<file path="src/rtl/seq_restoring_divider.sv">
// Sequential unsigned restoring divider: one quotient bit per clock with a
// start/busy/done handshake. Results hold until the next accepted start.
module seq_restoring_divider #(
  parameter int unsigned DIVIDEND_W = 8,
  parameter int unsigned DIVISOR_W  = 4
) (
  input  logic                  clk,
  input  logic                  rst_n,
  input  logic                  start,
  input  logic [DIVIDEND_W-1:0] dividend,
  input  logic [DIVISOR_W-1:0]  divisor,
  output logic                  busy,
  output logic                  done,
  output logic [DIVIDEND_W-1:0] quotient,
  output logic [DIVISOR_W-1:0]  remainder,
  output logic                  div_by_zero
);

  localparam int unsigned CNT_W = $clog2(DIVIDEND_W + 1);
  localparam int unsigned REM_W = DIVISOR_W + 1;

  typedef enum logic [1:0] {
    S_IDLE = 2'd0,
    S_CALC = 2'd1,
    S_DONE = 2'd2
  } state_t;

  state_t                r_state;
  state_t                w_state_nxt;
  logic [DIVIDEND_W-1:0] r_shift;
  logic [REM_W-1:0]      r_prem;
  logic [DIVISOR_W-1:0]  r_divisor;
  logic [CNT_W-1:0]      r_cnt;
  logic                  r_busy;
  logic                  r_done;
  logic [DIVIDEND_W-1:0] r_quotient;
  logic [DIVISOR_W-1:0]  r_remainder;
  logic                  r_div_by_zero;

  logic [REM_W:0]        w_shifted;
  logic [REM_W-1:0]      w_trial;
  logic                  w_ok;
  logic                  w_calc_end;

  // Trial subtraction on the partial remainder shifted left by one dividend bit
  assign w_shifted  = {r_prem, r_shift[DIVIDEND_W-1]};
  assign w_ok       = (w_shifted >= (REM_W + 1)'(r_divisor));
  assign w_trial    = REM_W'(w_shifted - (REM_W + 1)'(r_divisor));
  assign w_calc_end = (r_divisor == '0) || (r_cnt == '0);

  always_ff @(posedge clk or negedge rst_n) begin
    if (!rst_n) r_state <= S_IDLE;
    else        r_state <= w_state_nxt;
  end

  always_comb begin
    w_state_nxt = r_state;
    case (r_state)
      S_IDLE:  if (start) w_state_nxt = S_CALC;
      S_CALC:  if (w_calc_end) w_state_nxt = S_DONE;
      S_DONE:  w_state_nxt = S_IDLE;
      default: w_state_nxt = S_IDLE;
    endcase
  end

  // Datapath and registered outputs; a zero divisor skips the iterations
  always_ff @(posedge clk or negedge rst_n) begin
    if (!rst_n) begin
      r_shift       <= '0;
      r_prem        <= '0;
      r_divisor     <= '0;
      r_cnt         <= '0;
      r_busy        <= 1'b0;
      r_done        <= 1'b0;
      r_quotient    <= '0;
      r_remainder   <= '0;
      r_div_by_zero <= 1'b0;
    end else begin
      r_busy <= (w_state_nxt != S_IDLE);
      r_done <= (w_state_nxt == S_DONE);
      case (r_state)
        S_IDLE: begin
          if (start) begin
            r_shift       <= dividend;
            r_divisor     <= divisor;
            r_prem        <= '0;
            r_cnt         <= CNT_W'(DIVIDEND_W);
            r_quotient    <= '0;
            r_remainder   <= '0;
            r_div_by_zero <= 1'b0;
          end
        end
        S_CALC: begin
          if (r_divisor == '0) begin
            r_quotient    <= '1;
            r_remainder   <= '0;
            r_div_by_zero <= 1'b1;
          end else if (r_cnt != '0) begin
            r_prem  <= w_ok ? w_trial : w_shifted[REM_W-1:0];
            r_shift <= {r_shift[DIVIDEND_W-2:0], w_ok};
            r_cnt   <= r_cnt - CNT_W'(1);
          end else begin
            r_quotient    <= r_shift;
            r_remainder   <= r_prem[DIVISOR_W-1:0];
            r_div_by_zero <= 1'b0;
          end
        end
        default: ;
      endcase
    end
  end

  assign busy        = r_busy;
  assign done        = r_done;
  assign quotient    = r_quotient;
  assign remainder   = r_remainder;
  assign div_by_zero = r_div_by_zero;

endmodule

</file>
<file path="config.mk">
export PLATFORM = sky130hd
export DESIGN_NAME = seq_restoring_divider
export DESIGN_NICKNAME = d
export VERILOG_FILES = /design/src/rtl/seq_restoring_divider.sv
export SDC_FILE = /design/constraint.sdc
export NUM_CORES = 1
export LEC_CHECK = 0
export CORE_MARGIN = 2
export CORE_UTILIZATION = 35
export CTS_CLUSTER_DIAMETER = 100
export DETAILED_ROUTE_END_ITERATION = 8
export PLACE_DENSITY_LB_ADDON = 0.08
export REMOVE_ABC_BUFFERS = 1
export SETUP_SLACK_MARGIN = 0.1
export SLEW_MARGIN = 30
export SYNTH_ARGS = -nofsm -noshare
export SYNTH_HDL_FRONTEND = slang
export SYNTH_SLANG_ARGS = --single-unit
export TNS_END_PERCENT = 30
</file>
<file path="constraint.sdc">
create_clock -name clk -period 2.7 [get_ports clk]
set_input_delay 0.54 -clock clk [delete_from_list [all_inputs] [get_ports clk]]
set_output_delay 0.54 -clock clk [all_outputs]
set_load 0.005 [all_outputs]
</file>
==> results.cfg, run 1 <==
[placement]
dp_hpwl_mm = 2.84
post_dp_cell_area_um2 = 2200
place_congestion = 0.795
portBuffers = 29

[floorplan]
start_util_pct = 36.5
io_pins = 30
die_w_um = 77.3
core_area_um2 = 5140
num_rows = 26
dieArea_um2 = 5970
die_height_um = 77.3

[power]
ir_drop_v = 0.000499
cellPowerDensity_nw_per_um2 = 1320
total_power_uw = 3040
pwr-share-clk_pct = 14.9
p_switching_uw = 1280
p_seq_share_pct = 33.1
sw_frac_of_total_pct = 42.1
p_int_uw = 1760
power_frac_comb_pct = 52.0
p_leak_uw = 0.00101

[cts]
cts.sinks = 38
ctsHoldBuffers = 0
root_buffer = clkbuf_8
cts_buffers = 5
htree_levels = 2
cts_tree = built
clk_pin_slew_ns = 0.07
clock_path_buffers = 2
post-cts-setup-buffer-count = 0
clock_latency_ns = 0.29
cts_resized = 0

[run_status]
status = complete, no violations

[global_route]
antenna_found_initial = 0
grt_max_degree = 39
grt_usage_pct = 14.2
grt-ovfl-total = 0
grt_pass1_vias = 1381
grt_pass1_wl_mm = 6.71

[worst_setup_path]
endpoint_kind = register
ff2ff_setup_slack_ns = 0.31
r2r_cells = 9
cp_max_fo = 6
r2r_end = r_prem[1]$_DFFE_PN0P_
cp.arrival_ns = 2.55
crit_type = reg -> reg
r2r_start = r_shift[7]$_DFFE_PN0P_
start_kind = register
critPathRequiredTime_ns = 2.86

[synthesis]
netlist_top_cells_area = dfrtp_1 (51%), o21ai_0 (7.2%), nand2_1 (7.0%)
synthCells = 184
ys_seq_area_share_pct = 50.6
synth.cell_area_um2 = 1880
synth.top_cell.area_share_pct = 50.6
synth_most_common_cell = dfrtp_1
synth_edf_count = 0
synth_common_cells = dfrtp_1 (38), nand2_1 (35), o21ai_0 (27), inv_1 (8), mux2i_1 (8)
ys.flop_type = dfrtp_1
yosys.area.top_type = dfrtp_1
synth_warnings = 0
ys_seq_elements = 38
synth_area_per_cell_um2 = 10.2
yosysUniqueCellTypes = 37
async_flop_share_pct = 100

[sta]
clock_skew_ns = 0.00522
max_freq_mhz = 419
tightest_slew_ns = 0.850
min_period_ns = 2.39
slew_viol_final = 0
relSlewSlack_pct = 43.3
period_share_pct = 88.4
hold_viol_final = 0
setup_violations = 0
rsz0062_at_grt = false
tns_ns = 0

[finish]
nFillCells = 535
design_area_um2 = 2310
fin_util_pct = 44.9
fin_nets = 235
synthToLayoutAreaGrowth_pct = 22.9
diodes = 0
drive_gt1_share_pct = 12.1

[route]
wirelength_mm = 3.85
drc = 0
viasPerCell = 4.80
detail-route-antenna-nets = 0
first_pass_iters = 4
routedWlPerCell_um = 13.6
drt_iter0_drc = 79
num_vias = 1364

[worst_hold_path]
hold_path.class = in -> async

[run]
drv_cap = 0
[per-stage QoR]
step | instances | setup slack [ns] | hold WS [ns]
3_5_place_dp | 276 | 0.211 | 0.471
5_1_grt | 284 | 0.156 | 0.412
2_1_floorplan | 174 | 0.562 | 0.244
6_report | 284 | 0.314 | 0.354
3_3_place_gp | 276 | 0.360 | 0.463
4_1_cts | 284 | 0.322 | 0.378
[state kept, by name, summed over array words and instances (netlist names)]
| register | flops |
|---|---|
| r_shift | 8 |
| r_cnt | 4 |
| r_divisor | 4 |
| busy | 1 |
| div_by_zero | 1 |
| r_prem | 5 |
| quotient | 8 |
| remainder | 4 |
| r_state | 2 |
| done | 1 |
[cells in the final DEF (no fill, tap or decap), types with 2 or more instances in the layout]
| master | Yosys | final |
|---|---|---|
| a21oi_1 | 7 | 7 |
| o21ai_2 | 7 | 7 |
| mux2i_1 | 8 | 8 |
| inv_1 | 8 | 8 |
| nor2_1 | 4 | 4 |
| ha_1 | 6 | 6 |
| nor2b_1 | 2 | 2 |
| clkbuf_8 | 0 | 8 |
| clkdlybuf4s50_1 | 0 | 28 |
| dfrtp_1 | 38 | 38 |
| o21ai_0 | 27 | 27 |
| nand3_1 | 4 | 4 |
| xnor2_1 | 3 | 3 |
| buf_4 | 0 | 3 |
| nand2_1 | 35 | 35 |
| a21o_1 | 3 | 3 |
[power groups by stage]
| stage | registers [uW] | clock network, uW | logic, uW |
|---|---|---|---|
| final | 1010 | 452 | 1580 |
| after floorplan | 981 | 0 | 1090 |
| after global placement | 1010 | 0 | 1550 |
| after CTS | 1010 | 468 | 1590 |
| after detailed placement | 1020 | 0 | 1590 |
| after global routing | 1040 | 492 | 1790 |
[how the worst max path moves through the flow]
stage,cells past startpoint,startpoint,slack [ns],end
floorplan,5,start,0.56,r_cnt[3]$_DFFE_PN0P_
global placement,4,start,0.36,remainder[1]$_DFFE_PN0P_
detailed placement,7,start,0.21,r_cnt[3]$_DFFE_PN0P_
CTS,9,r_shift[7]$_DFFE_PN0P_,0.32,r_prem[1]$_DFFE_PN0P_
global route,9,r_shift[7]$_DFFE_PN0P_,0.16,r_prem[1]$_DFFE_PN0P_
finish,9,r_shift[7]$_DFFE_PN0P_,0.31,r_prem[1]$_DFFE_PN0P_
[cell type report]
class | count | area (um2) | share of cell area (%)
Multi-Input combinational cell | 128 | 822 | 35.6
Tap cell | 70 | 87.6 | 3.79
Sequential cell | 38 | 951 | 41.2
Inverter | 8 | 30.0 | 1.30
Clock buffer | 8 | 110 | 4.77
Timing Repair Buffer | 32 | 308 | 13.3
[per-layer routing]
metal  track usage [%]  vias up  share of wire (%)  routed length [um]
met5                 0        -                  0                   0
met4              4.82        0                1.4                  52
met3              3.76        6                4.7                 181
li1                  -      693                  -                   -
met1              18.8      632                 48                1830
met2              22.6       33                 46                1790
[logic make-up after synthesis]
logic type	share of synthesized area, %
AND/OR/NAND/NOR	15.2
AO/OA/AOI/OAI	17.1
flip-flops	50.6
buffers and inverters	5.86
multiplexers	4.26
adder cells (fa/ha/maj)	5.06
XOR/XNOR	1.87
[critical path, cell delays in order (launching register included)]
cell,delay [ns]
dfrtp_1,0.43
inv_1,0.08
ha_1,0.13
inv_1,0.05
fa_1,0.40
a21o_1,0.19
a21oi_1,0.33
and2_1,0.34
mux2i_1,0.22
o21ai_1,0.07
(Power assumes the default switching activity.)
==> run 2, diff against run 1 <==
--- a/config.mk
+++ b/config.mk
@@ -17,3 +17,3 @@
 export SYNTH_HDL_FRONTEND = slang
 export SYNTH_SLANG_ARGS = --single-unit
-export TNS_END_PERCENT = 30
+export TNS_END_PERCENT = 10
==> constraint.sdc (replaced) <==
create_clock -name clk -period 2.7 [get_ports clk]
set_input_delay 0.27 -clock clk [delete_from_list [all_inputs] [get_ports clk]]
set_output_delay 0.27 -clock clk [all_outputs]
set_load 0.005 [all_outputs]
==> run 2 against run 1 <==
Compared with the run above:
- global-route usage increased by 0.054 points
- cell count increased by 0.35%
- sequential cell count unchanged
- combinational power about the same
- critical endpoint unchanged
- largest cell class unchanged
==> results.cfg, run 2 (synthesis results as in run 1) <==
[worst_setup_path]
critPathRequiredTime_ns = 2.87
endpoint_kind = register
cp_max_fo = 6
cp.arrival_ns = 2.54
crit_type = reg -> reg
ff2ff_setup_slack_ns = 0.33
r2r_cells = 9
r2r_start = r_shift[7]$_DFFE_PN0P_
r2r_end = r_prem[1]$_DFFE_PN0P_
start_kind = register

[floorplan]
core_area_um2 = 5140
dieArea_um2 = 5970
num_rows = 26
die_height_um = 77.3
die_w_um = 77.3
start_util_pct = 36.5
io_pins = 30

[route]
drt_iter0_drc = 128
routedWlPerCell_um = 13.8
first_pass_iters = 4
wirelength_mm = 3.93
detail-route-antenna-nets = 0
drc = 0
num_vias = 1363
viasPerCell = 4.78

[global_route]
grt-ovfl-total = 0
grt_usage_pct = 14.3
grt_pass1_wl_mm = 6.62
grt_pass1_vias = 1373
grt_max_degree = 39
antenna_found_initial = 0

[sta]
setup_violations = 0
clock_skew_ns = 0.00943
rsz0062_at_grt = false
slew_viol_final = 0
min_period_ns = 2.37
max_freq_mhz = 421
tns_ns = 0
hold_slack_ns = 0.0734
relSlewSlack_pct = 44.0
tightest_slew_ns = 0.839
period_share_pct = 87.9
hold_viol_final = 0

[cts]
cts.sinks = 38
htree_levels = 2
post-cts-setup-buffer-count = 0
root_buffer = clkbuf_8
clock_latency_ns = 0.29
cts_buffers = 5
ctsHoldBuffers = 0
clk_pin_slew_ns = 0.08
clock_path_buffers = 2
cts_tree = built
cts_resized = 0

[power]
p_int_uw = 1770
pwr-share-clk_pct = 14.8
p_switching_uw = 1280
ir_drop_v = 0.000506
p_leak_uw = 0.00102
power_frac_comb_pct = 52.0
sw_frac_of_total_pct = 41.8
p_seq_share_pct = 33.2
cellPowerDensity_nw_per_um2 = 1320

[placement]
dp_hpwl_mm = 2.85
place_congestion = 0.777
portBuffers = 29

[run_status]
status = complete, no violations

[finish]
mostFrequentLayoutCell = dfrtp_1
synthToLayoutAreaGrowth_pct = 23.3
diodes = 0
layout_common_cells = dfrtp_1 (38), nand2_1 (35), clkdlybuf4s50_1 (28)
nFillCells = 508
drive_gt1_share_pct = 12.6
fin_nets = 236

[run]
drv_cap = 0

[worst_hold_path]
hold_path.class = in -> async
-- run 2: cell count changes in the layout (fill, tap and decap cells not counted) --
cell / change
buf_4: +1
-- run 2: power groups by stage --
stage,Sequential (uW),Combinational (uW),Clock (uW)
final,1010,1590,451
after global routing,1040,1800,499
after CTS,1010,1600,469
after detailed placement,1020,1600,0
after global placement,1010,1570,0
after floorplan,981,1090,0
-- run 2: critical path, cell delays in order, from the launching register on --
cell and delay [ns]:
dfrtp_1 0.42, inv_1 0.07, ha_1 0.14, inv_1 0.06, fa_1 0.39, a21o_1 0.19
a21oi_1 0.32, and2_1 0.36, mux2i_1 0.22, o21ai_1 0.07
-- run 2: layer usage --
| metal | GRT usage [%] | vias up | wire (um) |
|---|---|---|---|
| met5 | 0 | - | 0 |
| met4 | 4.64 | 0 | 48 |
| met3 | 3.65 | 5 | 145 |
| met2 | 23.0 | 24 | 1830 |
| met1 | 18.8 | 639 | 1910 |
| li1 | - | 695 | - |
-- run 2: through the flow --
stage	cells	setup WS, ns	instance area (um2)	utilization, %	total power [uW]
5_1_grt	285	0.235	2320	45.1	3340
4_1_cts	285	0.354	2320	45.1	3080
3_5_place_dp	277	0.367	2210	42.9	2620
2_1_floorplan	174	0.627	1800	-	2080
3_3_place_gp	277	0.366	2200	42.8	2580
6_report	285	0.326	2320	45.1	3050
-- run 2: worst max path at each step --
stage | endpoint | startpoint
after global routing | r_prem[1]$_DFFE_PN0P_ | r_shift[7]$_DFFE_PN0P_
after detailed placement | r_prem[1]$_DFFE_PN0P_ | r_shift[7]$_DFFE_PN0P_
final | r_prem[1]$_DFFE_PN0P_ | r_shift[7]$_DFFE_PN0P_
after floorplan | r_prem[1]$_DFFE_PN0P_ | r_shift[7]$_DFFE_PN0P_
after global placement | r_prem[1]$_DFFE_PN0P_ | r_shift[7]$_DFFE_PN0P_
after CTS | r_prem[1]$_DFFE_PN0P_ | r_shift[7]$_DFFE_PN0P_
-- run 2: cell type report --
cell class / count / area, um2 / area share, %
clock buffers: 8 / 110 / 4.75
inverters: 8 / 30.0 / 1.30
multi-input cells: 128 / 822 / 35.5
flip-flops and latches: 38 / 951 / 41.1
well taps: 70 / 87.6 / 3.78
repair buffers: 33 / 315 / 13.6
